[src/rtl/fifo_pkg.sv]
// Shared constants and types for the FIFO read-side stream stage.
package fifo_pkg;

  localparam int unsigned DSIZE_DEF   = 8;
  localparam int unsigned PKT_LEN_DEF = 4;
  localparam int unsigned PKT_CNT_W   = 16;

  // One skid-buffer slot: payload word plus its end-of-packet marker.
  typedef struct packed {
    logic                 last;
    logic [DSIZE_DEF-1:0] data;
  } skid_entry_t;

  // Beat counter width: ceil(log2(len)), never narrower than one bit.
  function automatic int unsigned beat_width(input int unsigned len);
    return (len > 1) ? $clog2(len) : 1;
  endfunction

endpackage

[src/rtl/skid_buf2.sv]
// Generic 2-entry registered FIFO-style skid buffer, head at entry 0.
module skid_buf2
  import fifo_pkg::*;
#(
  parameter type T = skid_entry_t
) (
  input  logic       clk,
  input  logic       rst_n,
  input  logic       flush,
  input  logic       push,
  input  T           push_data,
  input  logic       pop,
  output T           head,
  output logic [1:0] occ
);

  T           r_mem0;
  T           r_mem1;
  logic [1:0] r_occ;
  T           w_mem0_nxt;
  T           w_mem1_nxt;
  logic [1:0] w_occ_nxt;
  logic       w_push_ok;
  logic       w_pop_ok;

  // A push into a full buffer is only honoured when a pop frees a slot.
  assign w_push_ok = push & ((r_occ != 2'd2) | w_pop_ok);
  assign w_pop_ok  = pop & (r_occ != 2'd0);

  // Next-state: shift on pop, write the new word into the tail slot.
  always_comb begin
    w_mem0_nxt = r_mem0;
    w_mem1_nxt = r_mem1;
    w_occ_nxt  = r_occ;
    if (flush) begin
      w_occ_nxt = 2'd0;
    end else begin
      if (w_pop_ok) begin
        w_mem0_nxt = r_mem1;
      end
      case ({w_push_ok, w_pop_ok})
        2'b10: begin
          w_occ_nxt = r_occ + 2'd1;
          if (r_occ == 2'd0) w_mem0_nxt = push_data;
          else               w_mem1_nxt = push_data;
        end
        2'b11: begin
          if (r_occ == 2'd1) w_mem0_nxt = push_data;
          else               w_mem1_nxt = push_data;
        end
        2'b01: begin
          w_occ_nxt = r_occ - 2'd1;
        end
        default: begin
        end
      endcase
    end
  end

  // Storage and occupancy registers.
  always_ff @(posedge clk or negedge rst_n) begin
    if (!rst_n) begin
      r_mem0 <= '0;
      r_mem1 <= '0;
      r_occ  <= 2'd0;
    end else begin
      r_mem0 <= w_mem0_nxt;
      r_mem1 <= w_mem1_nxt;
      r_occ  <= w_occ_nxt;
    end
  end

  assign head = r_mem0;
  assign occ  = r_occ;

endmodule

[src/rtl/fifo_rd_stream.sv]
// Drains the FIFO read port into a packetised valid/ready stream.
module fifo_rd_stream
  import fifo_pkg::*;
#(
  parameter int unsigned DSIZE   = DSIZE_DEF,
  parameter int unsigned PKT_LEN = PKT_LEN_DEF
) (
  input  logic                 rclk,
  input  logic                 rrst_n,
  input  logic                 enable,
  input  logic                 flush,
  input  logic [DSIZE-1:0]     fifo_rdata,
  input  logic                 fifo_rempty,
  output logic                 fifo_rinc,
  output logic [DSIZE-1:0]     m_data,
  output logic                 m_valid,
  input  logic                 m_ready,
  output logic                 m_last,
  output logic [PKT_CNT_W-1:0] pkt_count
);

  localparam int unsigned       BEAT_W    = beat_width(PKT_LEN);
  localparam logic [BEAT_W-1:0] LAST_BEAT = BEAT_W'(PKT_LEN - 1);

  typedef struct packed {
    logic             last;
    logic [DSIZE-1:0] data;
  } entry_t;

  logic [BEAT_W-1:0]    r_beat;
  logic [PKT_CNT_W-1:0] r_pkt_count;
  logic [1:0]           w_occ;
  entry_t               w_push_entry;
  entry_t               w_head;
  logic                 w_is_last;
  logic                 w_accept;

  // Pop only from registered occupancy, so m_ready never reaches fifo_rinc.
  assign fifo_rinc    = rrst_n & enable & ~flush & ~fifo_rempty & (w_occ != 2'd2);
  assign w_is_last    = (r_beat == LAST_BEAT);
  assign w_push_entry = {w_is_last, fifo_rdata};
  assign w_accept     = m_valid & m_ready;

  skid_buf2 #(
    .T(entry_t)
  ) u_skid (
    .clk      (rclk),
    .rst_n    (rrst_n),
    .flush    (flush),
    .push     (fifo_rinc),
    .push_data(w_push_entry),
    .pop      (w_accept),
    .head     (w_head),
    .occ      (w_occ)
  );

  assign m_valid   = (w_occ != 2'd0);
  assign m_data    = w_head.data;
  assign m_last    = w_head.last;
  assign pkt_count = r_pkt_count;

  // Packet framing: beat index of the next word pushed into the buffer.
  always_ff @(posedge rclk or negedge rrst_n) begin
    if (!rrst_n) begin
      r_beat <= '0;
    end else if (flush) begin
      r_beat <= '0;
    end else if (fifo_rinc) begin
      r_beat <= w_is_last ? '0 : r_beat + BEAT_W'(1);
    end
  end

  // Completed-packet counter; survives flush, wraps naturally.
  always_ff @(posedge rclk or negedge rrst_n) begin
    if (!rrst_n) begin
      r_pkt_count <= '0;
    end else if (w_accept && m_last) begin
      r_pkt_count <= r_pkt_count + PKT_CNT_W'(1);
    end
  end

endmodule

[config.mk]
export PLATFORM = sky130hd
export DESIGN_NAME = fifo_rd_stream
export DESIGN_NICKNAME = d
export VERILOG_FILES = /design/src/rtl/fifo_pkg.sv /design/src/rtl/skid_buf2.sv /design/src/rtl/fifo_rd_stream.sv
export SDC_FILE = /design/constraint.sdc
export NUM_CORES = 1
export LEC_CHECK = 0
export ABC_AREA = 1
export BUFFER_PORTS_ARGS = -buffer_cell sky130_fd_sc_hd__buf_4
export CAP_MARGIN = 40
export CELL_PAD_IN_SITES_DETAIL_PLACEMENT = 0
export CELL_PAD_IN_SITES_GLOBAL_PLACEMENT = 2
export CORE_UTILIZATION = 29
export DETAILED_ROUTE_END_ITERATION = 10
export PLACE_DENSITY_LB_ADDON = 0.1
export SLEW_MARGIN = 25
export SYNTH_ARGS = -nofsm -noshare
export SYNTH_HDL_FRONTEND = slang
export SYNTH_HIERARCHICAL = 1
export SYNTH_SLANG_ARGS = --single-unit
[constraint.sdc]
create_clock -name rclk -period 1.7 [get_ports rclk]
set_input_delay 0.17 -clock rclk [delete_from_list [all_inputs] [get_ports rclk]]
set_output_delay 0.17 -clock rclk [all_outputs]
set_load 0.01 [all_outputs]
==> impl_results.md <==
* CP peak stage delay at 0.40 ns
* Boundary Pins at 41
* CP Max Fanout at 10
* Vias per cell at 4.314
* Die height at 93.49 µm
* Clock transition at the registers of the reported paths at 0.08 ns
* First-pass GRT wire length at 9.735 mm
* DRT Wirelength at 5.940 mm
* CTS tree: done
* Final period util at 95.20%
* RePlAce Congestion at 0.7667
* Met3 wire len at 188 µm
* Post-synth cell types at 32
* Clock root buffer: clkbuf_8
* Syn Inst Count at 309
* Synth top area cells: dfrtp_1 (39%), nand2_1 (13%), nand3_1 (7.4%)
* Tightest Pin Transition at 0.5350 ns
* WP data arrival at 1.80 ns
* Fraction of layout cells with a size suffix above 1 at 31.91%
* FF-to-FF Start: u_skid/occ[1]$_DFFE_PN0P_
* Max cap viols at 0
* Net Count, Synth at 328
* Total GRT Usage at 14.49%
* Post-route cell area at 3163 µm²
* CP Buf/Inv Count at 3
* Vias in the first global route at 1941
* Count of warnings emitted by yosys at 6
* Critical Path Start Type: flip-flop
* DP Wirelength at 4.300 mm
* Maximum VDD drop at 0.4112 mV
* Top Metal Used: met4
* Footprint of the multi-input gates at 1237 µm²
* DR WL/cell at 12.35 µm
* CP delay by family, top: simple AND/OR/NAND/NOR gates
* Cell area after synthesis at 2427 µm²
* RSZ-0062 raised after global routing: true
* Fraction of the yosys area taken by sequential cells at 39.18%
* Synth top area share at 39.18%
* Critical Path, Cell by Cell: inv_1 -> ha_1 -> inv_4 -> nand4_4 -> nand2_8 -> nor2_8 -> buf_12 -> nor2_1 -> a21oi_2
* Combinational power share at 42.4%
* Clock Tree Buf Depth at 2
* PD cells at 1151 nW/µm²
* Worst clock skew at 0.008896 ns
* Initial antenna violation count at 0
* Grt ovf at 0
* N_diodes at 0
* Area Growth Syn to Fin at 30.31%
* CTS buffer count at 5
* IO Port Bufs at 40
* # setup viols final at 0
* Clock sinks at 38
* Min-delay worst type: input port to flip-flop
* Leakage at 0.001662 µW
* Final ANT Viol Nets at 0
* P_int at 2238 µW
* Drt first pass iters at 5
* H-tree depth at 2
* CP Class: flip-flop to flip-flop
* Switching power at 1404 µW
* CP endpoint kind: flip-flop
* Sw Ratio at 38.54%
* Worst Path Required at 1.88 ns
* M1 WL at 2.930 mm
* Initial drt markers at 71
* Post-synth top area cell: dfrtp_1
* Placed inst area at 2962 µm²
* Vias at 2075
* Commonest non-fill, non-tap cell in the layout: nand2_1
* Fillers at 871
* Initial Utilization at 29.69%
* Register bit total from synthesis at 38
* Slew headroom at 64.33%
* Slowest stage cell, crit path: dfrtp_1
* Total Die Area at 8740 µm²
* Largest net degree at the start of global routing at 39
* Clk_lat worst skew at 0.29 ns
* Max-slew violation count at 0
* Core Rows at 33
* Placeable Area at 8175 µm²
* Part of the power in registers at 38.7%
* Most frequent cells in the layout: nand2_1 (85), buf_4 (60), inv_1 (45), dfrtp_1 (38), nand3_1 (36)
* R2R Setup Slk at 0.08 ns
* Avg Cell Area, Syn at 7.855 µm²
* Die X at 93.49 µm
* Final number of hold-violating endpoints at 0
* CP Launch Point: u_skid/occ[1]$_DFFE_PN0P_
* Total power at 3642 µW
* DRC Markers at 0
* Hold Crit Start: fifo_rdata[6]
* Clock period minus worst slack at 1.618 ns
* Status: complete, no violations
* Reg area at 950.9 µm²
* Met2 WL at 2.769 mm
* Fmax at 617.9 MHz
* Clock Power Share at 19.0%
* Final nets at 394
## state kept, by name (all words and copies together), names as in the netlist
register,flops
u_skid/r_mem1,9
u_skid/head,9
pkt_count,16
u_skid/occ,2
r_beat,2
## layer usage
layer	track usage [%]	vias up
li1	-	1095
met1	18.58	942
met3	3.089	5
met4	3.462	0
met2	24.75	33
met5	0	-
## Yosys cell counts
| master | count |
|---|---|
| nand4_4 | 1 |
| nor2_4 | 4 |
| inv_4 | 1 |
| clkbuf_1 | 1 |
| buf_12 | 1 |
| nor2_1 | 17 |
| a21oi_2 | 9 |
| xor2_1 | 5 |
| inv_1 | 46 |
| inv_2 | 1 |
| or2_2 | 10 |
| buf_1 | 1 |
| nor3_1 | 3 |
| nand2_1 | 86 |
| nand2_4 | 3 |
| xnor2_1 | 1 |
| nor2_8 | 2 |
| o21ai_0 | 1 |
| nand3_1 | 36 |
| dfrtp_1 | 38 |
| nor2_2 | 1 |
| o21ai_1 | 3 |
| ha_1 | 5 |
| nand4_1 | 5 |
| nand2_8 | 1 |
| a21oi_1 | 10 |
| nand3b_1 | 3 |
| nand2_2 | 6 |
| o211ai_2 | 1 |
| nand3_4 | 2 |
| o21bai_1 | 1 |
| buf_6 | 4 |
## cell families after synthesis
kind of cell / Yosys count / synth area share, %
flip-flops: 38 / 39.18
AND/OR/NAND/NOR: 180 / 38.61
AO/OA/AOI/OAI: 25 / 6.959
XOR/XNOR: 6 / 2.165
adder cells (fa/ha/maj): 5 / 2.577
buffers and inverters: 55 / 10.52
## per-stage QoR
stage / cells / utilization (%) / setup TNS (ns) / worst slack (ns) / hold slack [ns]
after floorplan: 309 / - / 0 / 0.03854 / -0.1256
after global placement: 467 / 36.23 / -0.4779 / -0.05616 / 0.3087
after detailed placement: 467 / 36.23 / -0.9827 / -0.1080 / 0.3065
after CTS: 478 / 38.03 / 0 / 0.01258 / 0.1347
after global routing: 481 / 38.69 / -0.01288 / -0.006360 / 0.1332
final: 481 / 38.69 / 0 / 0.08157 / 0.1404
## repair_timing
item,4_1_cts,5_1_grt
hold endpoints to repair,38,0
hold buffers,1,0
pin swaps,1,2
endpoints found under the setup margin,17,20
gates cloned,0,0
gates resized for setup,2,6
setup buffers,2,3
## power groups by stage
stage          sequential [µW]  clock [µW]  combinational, µW
3_5_place_dp              1430           0               1530
4_1_cts                   1420         724               1550
6_report                  1410         692               1540
2_1_floorplan             1440           0                917
3_3_place_gp              1430           0               1530
5_1_grt                   1450         752               1730
## layout make-up
cell class                 count  area share, %
clock inverter                 2         0.3956
tap                          105          4.153
clock buffer                   6          2.611
timing repair buffer          66          17.72
multi-input combinational    216          39.12
inverter                      48          5.934
sequential                    38          30.06
## path summary, 6_finish.rpt
kind / to / depth (start not counted)
worst max-delay path: u_skid/r_mem1[4]$_DFFE_PN0P_ / 9
worst min-delay path: u_skid/r_mem1[6]$_DFFE_PN0P_ / 3
worst max register to register: u_skid/r_mem1[4]$_DFFE_PN0P_ / 9
worst min register to register: pkt_count[15]$_DFFE_PN0P_ / 2
max in group asynchronous: u_skid/r_mem1[2]$_DFFE_PN0P_ / 3
min in group asynchronous: u_skid/occ[0]$_DFFE_PN0P_ / 3
## worst register-to-register path, stage by stage, from the launching register on
cell and delay, ns:
dfrtp_1 0.40, inv_1 0.10, ha_1 0.23, inv_4 0.13, nand4_4 0.17, nand2_8 0.14, nor2_8 0.05, buf_12 0.14
nor2_1 0.11, a21oi_2 0.04
Note: power is estimated with default switching activity, not from simulation.
